`src/rtl/pipe_stage_skid.sv`:
```
// Generic valid/ready pipeline stage register with an optional two-entry skid
// buffer, flush-to-bubble squashing and saturating stall/flush counters.
//
// state | meaning
// EMPTY | no entry held, out_valid=0
// FULL  | head register holds the oldest entry
// SKID  | head and skid registers both hold entries (SKID_EN=1 only)
module pipe_stage_skid #(
   parameter int unsigned DataWidth = 96,
   parameter int unsigned CtrlWidth = 24,
   parameter bit          SKID_EN   = 1'b1,
   parameter int unsigned CntWidth  = 16
) (
   input  logic                 clock,
   input  logic                 reset,
   input  logic                 in_valid,
   output logic                 in_ready,
   input  logic [DataWidth-1:0] in_data,
   input  logic [CtrlWidth-1:0] in_ctrl,
   output logic                 out_valid,
   input  logic                 out_ready,
   output logic [DataWidth-1:0] out_data,
   output logic [CtrlWidth-1:0] out_ctrl,
   input  logic                 flush,
   input  logic                 clr_cnt,
   output logic [CntWidth-1:0]  stall_cnt,
   output logic [CntWidth-1:0]  flush_cnt
);

   typedef enum logic [1:0] {
      ST_EMPTY = 2'd0,
      ST_FULL  = 2'd1,
      ST_SKID  = 2'd2
   } state_t;

   localparam logic [CntWidth-1:0] CntMax = '1;

   state_t               state;
   state_t               state_nxt;
   logic [DataWidth-1:0] main_data;
   logic [CtrlWidth-1:0] main_ctrl;
   logic [DataWidth-1:0] skid_data;
   logic [CtrlWidth-1:0] skid_ctrl;
   logic                 ld_main_in;
   logic                 ld_main_skid;
   logic                 ld_skid;
   logic                 xfer_in;
   logic                 xfer_out;

   assign out_valid = (state != ST_EMPTY);

   // In skid mode in_ready is a pure state decode, which cuts the
   // out_ready -> in_ready timing path between stages.
   assign in_ready  = SKID_EN ? (state != ST_SKID) : (!out_valid || out_ready);

   assign xfer_in   = in_valid && in_ready;
   assign xfer_out  = out_valid && out_ready;

   assign out_data  = main_data;
   assign out_ctrl  = out_valid ? main_ctrl : '0;

   always_ff @(posedge clock or negedge reset) begin
      if (!reset) begin
         state <= ST_EMPTY;
      end else begin
         state <= state_nxt;
      end
   end

   always_comb begin
      state_nxt    = state;
      ld_main_in   = 1'b0;
      ld_main_skid = 1'b0;
      ld_skid      = 1'b0;
      if (flush) begin
         state_nxt = ST_EMPTY;
      end else if (SKID_EN) begin
         case (state)
            ST_EMPTY: begin
               if (in_valid) begin
                  state_nxt  = ST_FULL;
                  ld_main_in = 1'b1;
               end
            end
            ST_FULL: begin
               if (in_valid && out_ready) begin
                  ld_main_in = 1'b1;
               end else if (in_valid) begin
                  state_nxt = ST_SKID;
                  ld_skid   = 1'b1;
               end else if (out_ready) begin
                  state_nxt = ST_EMPTY;
               end
            end
            ST_SKID: begin
               if (out_ready) begin
                  state_nxt    = ST_FULL;
                  ld_main_skid = 1'b1;
               end
            end
            default: begin
               state_nxt = ST_EMPTY;
            end
         endcase
      end else begin
         if (xfer_in) begin
            state_nxt  = ST_FULL;
            ld_main_in = 1'b1;
         end else if (xfer_out) begin
            state_nxt = ST_EMPTY;
         end
      end
   end

   // Data registers are not cleared by flush; the bubble is expressed by state.
   always_ff @(posedge clock or negedge reset) begin
      if (!reset) begin
         main_data <= '0;
         main_ctrl <= '0;
      end else if (ld_main_in) begin
         main_data <= in_data;
         main_ctrl <= in_ctrl;
      end else if (ld_main_skid) begin
         main_data <= skid_data;
         main_ctrl <= skid_ctrl;
      end
   end

   always_ff @(posedge clock or negedge reset) begin
      if (!reset) begin
         skid_data <= '0;
         skid_ctrl <= '0;
      end else if (ld_skid) begin
         skid_data <= in_data;
         skid_ctrl <= in_ctrl;
      end
   end

   always_ff @(posedge clock or negedge reset) begin
      if (!reset) begin
         stall_cnt <= '0;
      end else if (clr_cnt) begin
         stall_cnt <= '0;
      end else if (out_valid && !out_ready && (stall_cnt != CntMax)) begin
         stall_cnt <= stall_cnt + CntWidth'(1);
      end
   end

   always_ff @(posedge clock or negedge reset) begin
      if (!reset) begin
         flush_cnt <= '0;
      end else if (clr_cnt) begin
         flush_cnt <= '0;
      end else if (flush && (flush_cnt != CntMax)) begin
         flush_cnt <= flush_cnt + CntWidth'(1);
      end
   end

endmodule

```
`config.mk`:
```
export PLATFORM = sky130hd
export DESIGN_NAME = pipe_stage_skid
export DESIGN_NICKNAME = d
export VERILOG_FILES = /design/src/rtl/pipe_stage_skid.sv
export SDC_FILE = /design/constraint.sdc
export NUM_CORES = 1
export LEC_CHECK = 0
export CAP_MARGIN = 10
export CORE_ASPECT_RATIO = 1.75
export CORE_MARGIN = 2
export CORE_UTILIZATION = 40
export CTS_BUF_LIST = sky130_fd_sc_hd__clkbuf_2 sky130_fd_sc_hd__clkbuf_4 sky130_fd_sc_hd__clkbuf_8
export DETAILED_ROUTE_END_ITERATION = 16
export MAX_ROUTING_LAYER = met4
export PLACE_DENSITY = 0.72
export SLEW_MARGIN = 20
export SYNTH_ARGS = -nofsm -noshare
export SYNTH_HDL_FRONTEND = slang
export SYNTH_SLANG_ARGS = --single-unit
export TNS_END_PERCENT = 10
```
`constraint.sdc`:
```
create_clock -name clock -period 3.45 [get_ports clock]
set_clock_uncertainty 0.1 [all_clocks]
set_input_delay 1.035 -clock clock [delete_from_list [all_inputs] [get_ports clock]]
set_output_delay 1.035 -clock clock [all_outputs]
set_load 0.02 [all_outputs]
```
== Yosys cells after proc, flatten, opt, wreduce, memory -nomap -nowiden ==
Cells that the tools add are included.

* Register bits after elaboration: 274
* Bits of input ports: 126

* Reduce and logical (&&, ||, !) cells: 11
* Equality and inequality tests: 9
* Muxes and demuxes: 26
* Add/sub/neg operators: 2

{| class="wikitable"
|+ Operator list
! operator !! count
|-
| $mux 96 || 2
|-
| $mux 24 || 3
|-
| $mux 16 || 4
|-
| $add 16x1->16 const B || 2
|-
| $ne 16x16->1 const B || 2
|-
| $mux 2 || 6
|-
| $mux 1 || 9
|-
| $ne 3x3->1 const B || 3
|-
| $reduce_bool 2->1 || 4
|-
| $pmux 2 s3 || 1
|-
| $logic_and 1x1->1 || 4
|-
| $ne 4x4->1 const B || 1
|-
| $reduce_and 4->1 || 1
|-
| $eq 2x1->1 const B || 1
|-
| $eq 2x2->1 const B || 1
|-
| $logic_not 2->1 || 1
|-
| $ne 2x2->1 const B || 1
|-
| $pmux 1 s2 || 1
|-
| $logic_not 1->1 || 1
|}

== Longest topological paths before layout ==
* Word-level depth: 5
* Gate-level depth with buffers: 7
* Gate-level depth less buffers: 5

== Worst setup path after synthesis ==
Ideal clock, no wire load.

* Path kind: in2reg
* From: in out_ready
* To: reg stall_cnt[9]
* Data required time: 3.272 ns
* Cell stages on the path: 6
* Data arrival time: 2.379 ns
* Path slack: 0.893 ns
* Library setup time: 0.078 ns
* Path buffers: 2
* Path through: buf_6 o21bai_1 or3_1 buf_2 or4_1 a21oi_1

* Word-level cells in the longest chain between the ends: 4

{| class="wikitable"
|+ Ends and longest elaborated chain
! item !! line !! text
|-
| start: declaration || 21 || <nowiki>input logic out_ready,</nowiki>
|-
| $logic_not 1->1 || 144 || <nowiki>end else if (out_valid && !out_ready && (stall_cnt != CntMax)) begin</nowiki>
|-
| $logic_and 1x1->1 (2 in series) || 144 ||
|-
| $reduce_bool 2->1 (no source line) || n/a ||
|-
| end signal: assignment || 145 || <nowiki>stall_cnt <= stall_cnt + CntWidth'(1);</nowiki>
|-
| end: declaration || 26 || <nowiki>output logic [CntWidth-1:0] stall_cnt,</nowiki>
|}

Every way passes these cells.
A chain may end at the register's enable or synchronous reset.

== Final worst setup path ==
* From: reg state[1]
* To: out out_ctrl[18]

* Word-level cells in the longest chain between the ends: 2

{| class="wikitable"
|+ Ends and longest elaborated chain
! item !! line !! text
|-
| start: declaration || 38 || <nowiki>state_t state;</nowiki>
|-
| start signal: assignment || 66 || <nowiki>state <= state_nxt;</nowiki>
|-
| $reduce_bool 2->1 || 50 || <nowiki>assign out_valid = (state != ST_EMPTY);</nowiki>
|-
| $mux 24 || 60 || <nowiki>assign out_ctrl = out_valid ? main_ctrl : '0;</nowiki>
|-
| end: declaration || 23 || <nowiki>output logic [CtrlWidth-1:0] out_ctrl,</nowiki>
|}

Every way passes these cells.

==> flow_metrics.py <==
metrics = {
    "critical_path": {
        "crit_buf_inv": 2,
        "crit_fanout": 25,
        "reg2reg_depth": 5,
        "crit_path_max_incr_delay_ns": 0.63,
        "startpoint": "state[1]",
        "worstSetupPathDepth": 4,
        "critPathLaunchType": "register",
        "cp.required_ns": 2.31,
        "cp_slowest_cell": "clkdlybuf4s50_1",
        "endpoint_kind": "primary output",
        "cp_data_arrival_time_ns": 2.18,
        "crit_path_end": "out_ctrl[18]",
        "r2r_slack_ns": 1.13,
        "worstPathCellList": "nor2_2 > buf_4 > nor2b_1 > clkdlybuf4s50_1",
        "r2r-end": "stall_cnt[11]",
        "r2r_start": "stall_cnt[0]",
        "crit_family": "buffers and inverters",
        "critPathKind": "register to primary output",
    },
    "clock_network": {
        "cts_resized": 0,
        "postCtsSetupBuffers": 0,
        "cts_made_buffers": 42,
        "htree_levels": 2,
        "cts_tree": "built",
        "clock_sinks": 274,
        "clk_latency_ns": 0.56,
        "ctsHoldBuffers": 0,
        "root_buffer": "clkbuf_8",
        "clock_path_buffers": 3,
        "clkTransAtPathRegs_ns": 0.07,
    },
    "routing": {
        "vias_per_cell": 5.16,
        "wire_per_inst_um": 18.0,
        "drt_iter0_markers": 307,
        "first_pass_iters": 4,
        "totalWireLength_um": 30800,
        "drc": 0,
        "ant_nets": 0,
        "dr_total_vias": 8863,
    },
    "yosys": {
        "synth_cell_type_count": 39,
        "ys_top_cells_by_area": "dfrtp_1 57%, mux2_2 12%, mux2i_1 10%, a21oi_1 6.1%, nor2_1 4.0%",
        "synth_area_per_cell_um2": 11.8,
        "yosys_warnings": 0,
        "synth_seq_cells": 274,
        "synth-seq-area-share": 0.573,
        "synth_top_area_share": 0.573,
        "syn_area_um2": 12000,
        "synth_edf_count": 0,
        "synth_fp_nets": 1142,
        "synth_largest_area_cell": "dfrtp_1",
        "async_flop_share": 1.00,
        "ys.flop_type": "dfrtp_1",
        "syn_inst": 1014,
    },
    "power_and_ir_drop": {
        "powerDensity_nw_per_um2": 560,
        "power.leakage_uw": 0.00654,
        "p_total_uw": 9120,
        "peakVddDrop_v": 0.000371,
    },
    "final_layout": {
        "nNetsFinal": 1428,
        "drive_gt1_frac": 0.179,
        "area_growth_pct": 36.0,
        "final_cell_mix": "278 x clkdlybuf4s50_1, 273 x dfrtp_1, 146 x a21oi_1, 127 x nor2_1, 123 x mux2_2",
        "finalInstanceArea_um2": 16300,
        "final_common_cell": "clkdlybuf4s50_1",
    },
    "die": {
        "boundaryPins": 280,
        "rows": 83,
        "core-area_um2": 29400,
        "die_h_um": 233,
        "start_util": 0.407,
        "dieArea_um2": 31400,
        "die_w_um": 135,
    },
    "sta": {
        "post-route-period-util": 0.961,
        "finalSetupViolations": 0,
        "setup_tns_ns": 0,
        "maxSlewViolCount": 0,
        "max_freq_mhz": 302,
        "rsz0062_at_grt": "false",
        "tightest_slew_ns": 0.732,
        "hold_viol_final": 0,
        "min_period_ns": 3.32,
        "slew_headroom": 0.510,
    },
    "place": {
        "io_buffers": 279,
        "dpl.hpwl_um": 21700,
        "gp_congestion": 0.832,
        "placed_area_um2": 15400,
    },
    "flow_run": {
        "cap_viol_max_count": 0,
    },
    "global_route": {
        "antenna_found_initial": 5,
        "grt_overflow": 0,
        "grt_pass1_vias": 9367,
        "grt_pass1_wl_um": 48900,
        "grt_max_degree": 78,
        "globalRouteTotalUtil": 0.204,
    },
    "worst_hold_path": {
        "hp-class": "input pin to async pin",
    },
    "outcome": {
        "status": "completed",
    },
}
cell families (layout without fill, tap and decap cells):
| logic type | Yosys count | in the layout | synth area share |
|---|---|---|---|
| AND/OR/NAND/NOR | 239 | 239 | 0.0973 |
| other | 0 | 5 | 0 |
| buffers and inverters | 73 | 389 | 0.0285 |
| AO/OA/AOI/OAI | 180 | 180 | 0.0811 |
| flip-flops | 274 | 274 | 0.573 |
| multiplexers | 245 | 245 | 0.218 |
| adder cells (fa/ha/maj) | 2 | 2 | 0.00209 |
| XOR/XNOR | 1 | 1 | 0.000732 |
Yosys cell counts (2+ instances only):
| master | count |
|---|---|
| dfrtp_1 | 274 |
| a21oi_1 | 146 |
| nor2_1 | 128 |
| mux2_2 | 123 |
| mux2i_1 | 122 |
| clkbuf_1 | 34 |
| nor2b_1 | 27 |
| buf_2 | 18 |
| o31ai_1 | 14 |
| nand2_1 | 13 |
| or3_1 | 13 |
| nand3_1 | 11 |
| or4_1 | 11 |
| buf_4 | 10 |
| nand4_1 | 10 |
| o21ai_0 | 10 |
| and4_1 | 6 |
| inv_1 | 6 |
| buf_1 | 4 |
| nor3_1 | 4 |
| nor4_1 | 4 |
| and3_1 | 3 |
| nor3b_1 | 3 |
| ha_1 | 2 |
| o21ba_2 | 2 |
| o31a_1 | 2 |
| o41ai_1 | 2 |
per-stage QoR:
stage	hold slack [ns]	worst slack (ns)	utilization	cells
final	0.369	0.134	0.554	1717
after global placement	0.387	0.248	0.523	1638
after detailed placement	0.394	0.245	0.523	1638
after global routing	0.386	0.0201	0.554	1717
after floorplan	0.379	0.893	-	1014
after CTS	0.357	0.0580	0.553	1712
where the power goes:
group / switching [uW] / internal (uW) / leakage [uW] / total (uW)
clock: 1230 / 1630 / 0.000487 / 2860
sequential: 349 / 3890 / 0.00326 / 4230
combinational: 924 / 1100 / 0.00279 / 2020
total: 2500 / 6620 / 0.00654 / 9120
flip-flops by register name (all words and copies together) (netlist names):
name and count:
flush_cnt 16, main_ctrl 24, out_data 96, skid_ctrl 24, skid_data 96, stall_cnt 16, state 2
metal layers:
metal / global-route usage / up-vias / wire length [um]
met5: - / - / 0
met4: 0.117 / 0 / 1620
li1: - / 4177 / -
met3: 0.0394 / 76 / 1530
met1: 0.204 / 4360 / 10700
met2: 0.365 / 250 / 17000
how the worst min path moves through the flow:
stage | slack [ns] | to | startpoint | cells past startpoint
global placement | 0.39 | skid_data[5] | skid_data[5] | 1
finish | 0.37 | out_data[64] | reset | 1
floorplan | 0.38 | skid_data[10] | skid_data[10] | 1
detailed placement | 0.39 | skid_data[1] | skid_data[1] | 1
CTS | 0.36 | stall_cnt[14] | reset | 1
global route | 0.39 | out_data[64] | reset | 1
final cells by class:
class,count,area [um^2]
antenna,5,12.5
clock buffer,69,856
clock inverter,5,50.0
fill,2567,13100
inverter,6,22.5
multi-input combinational,667,4810
sequential,274,6860
tap,382,478
timing repair buffer,309,3200
Power figures use the tool's default switching activity.
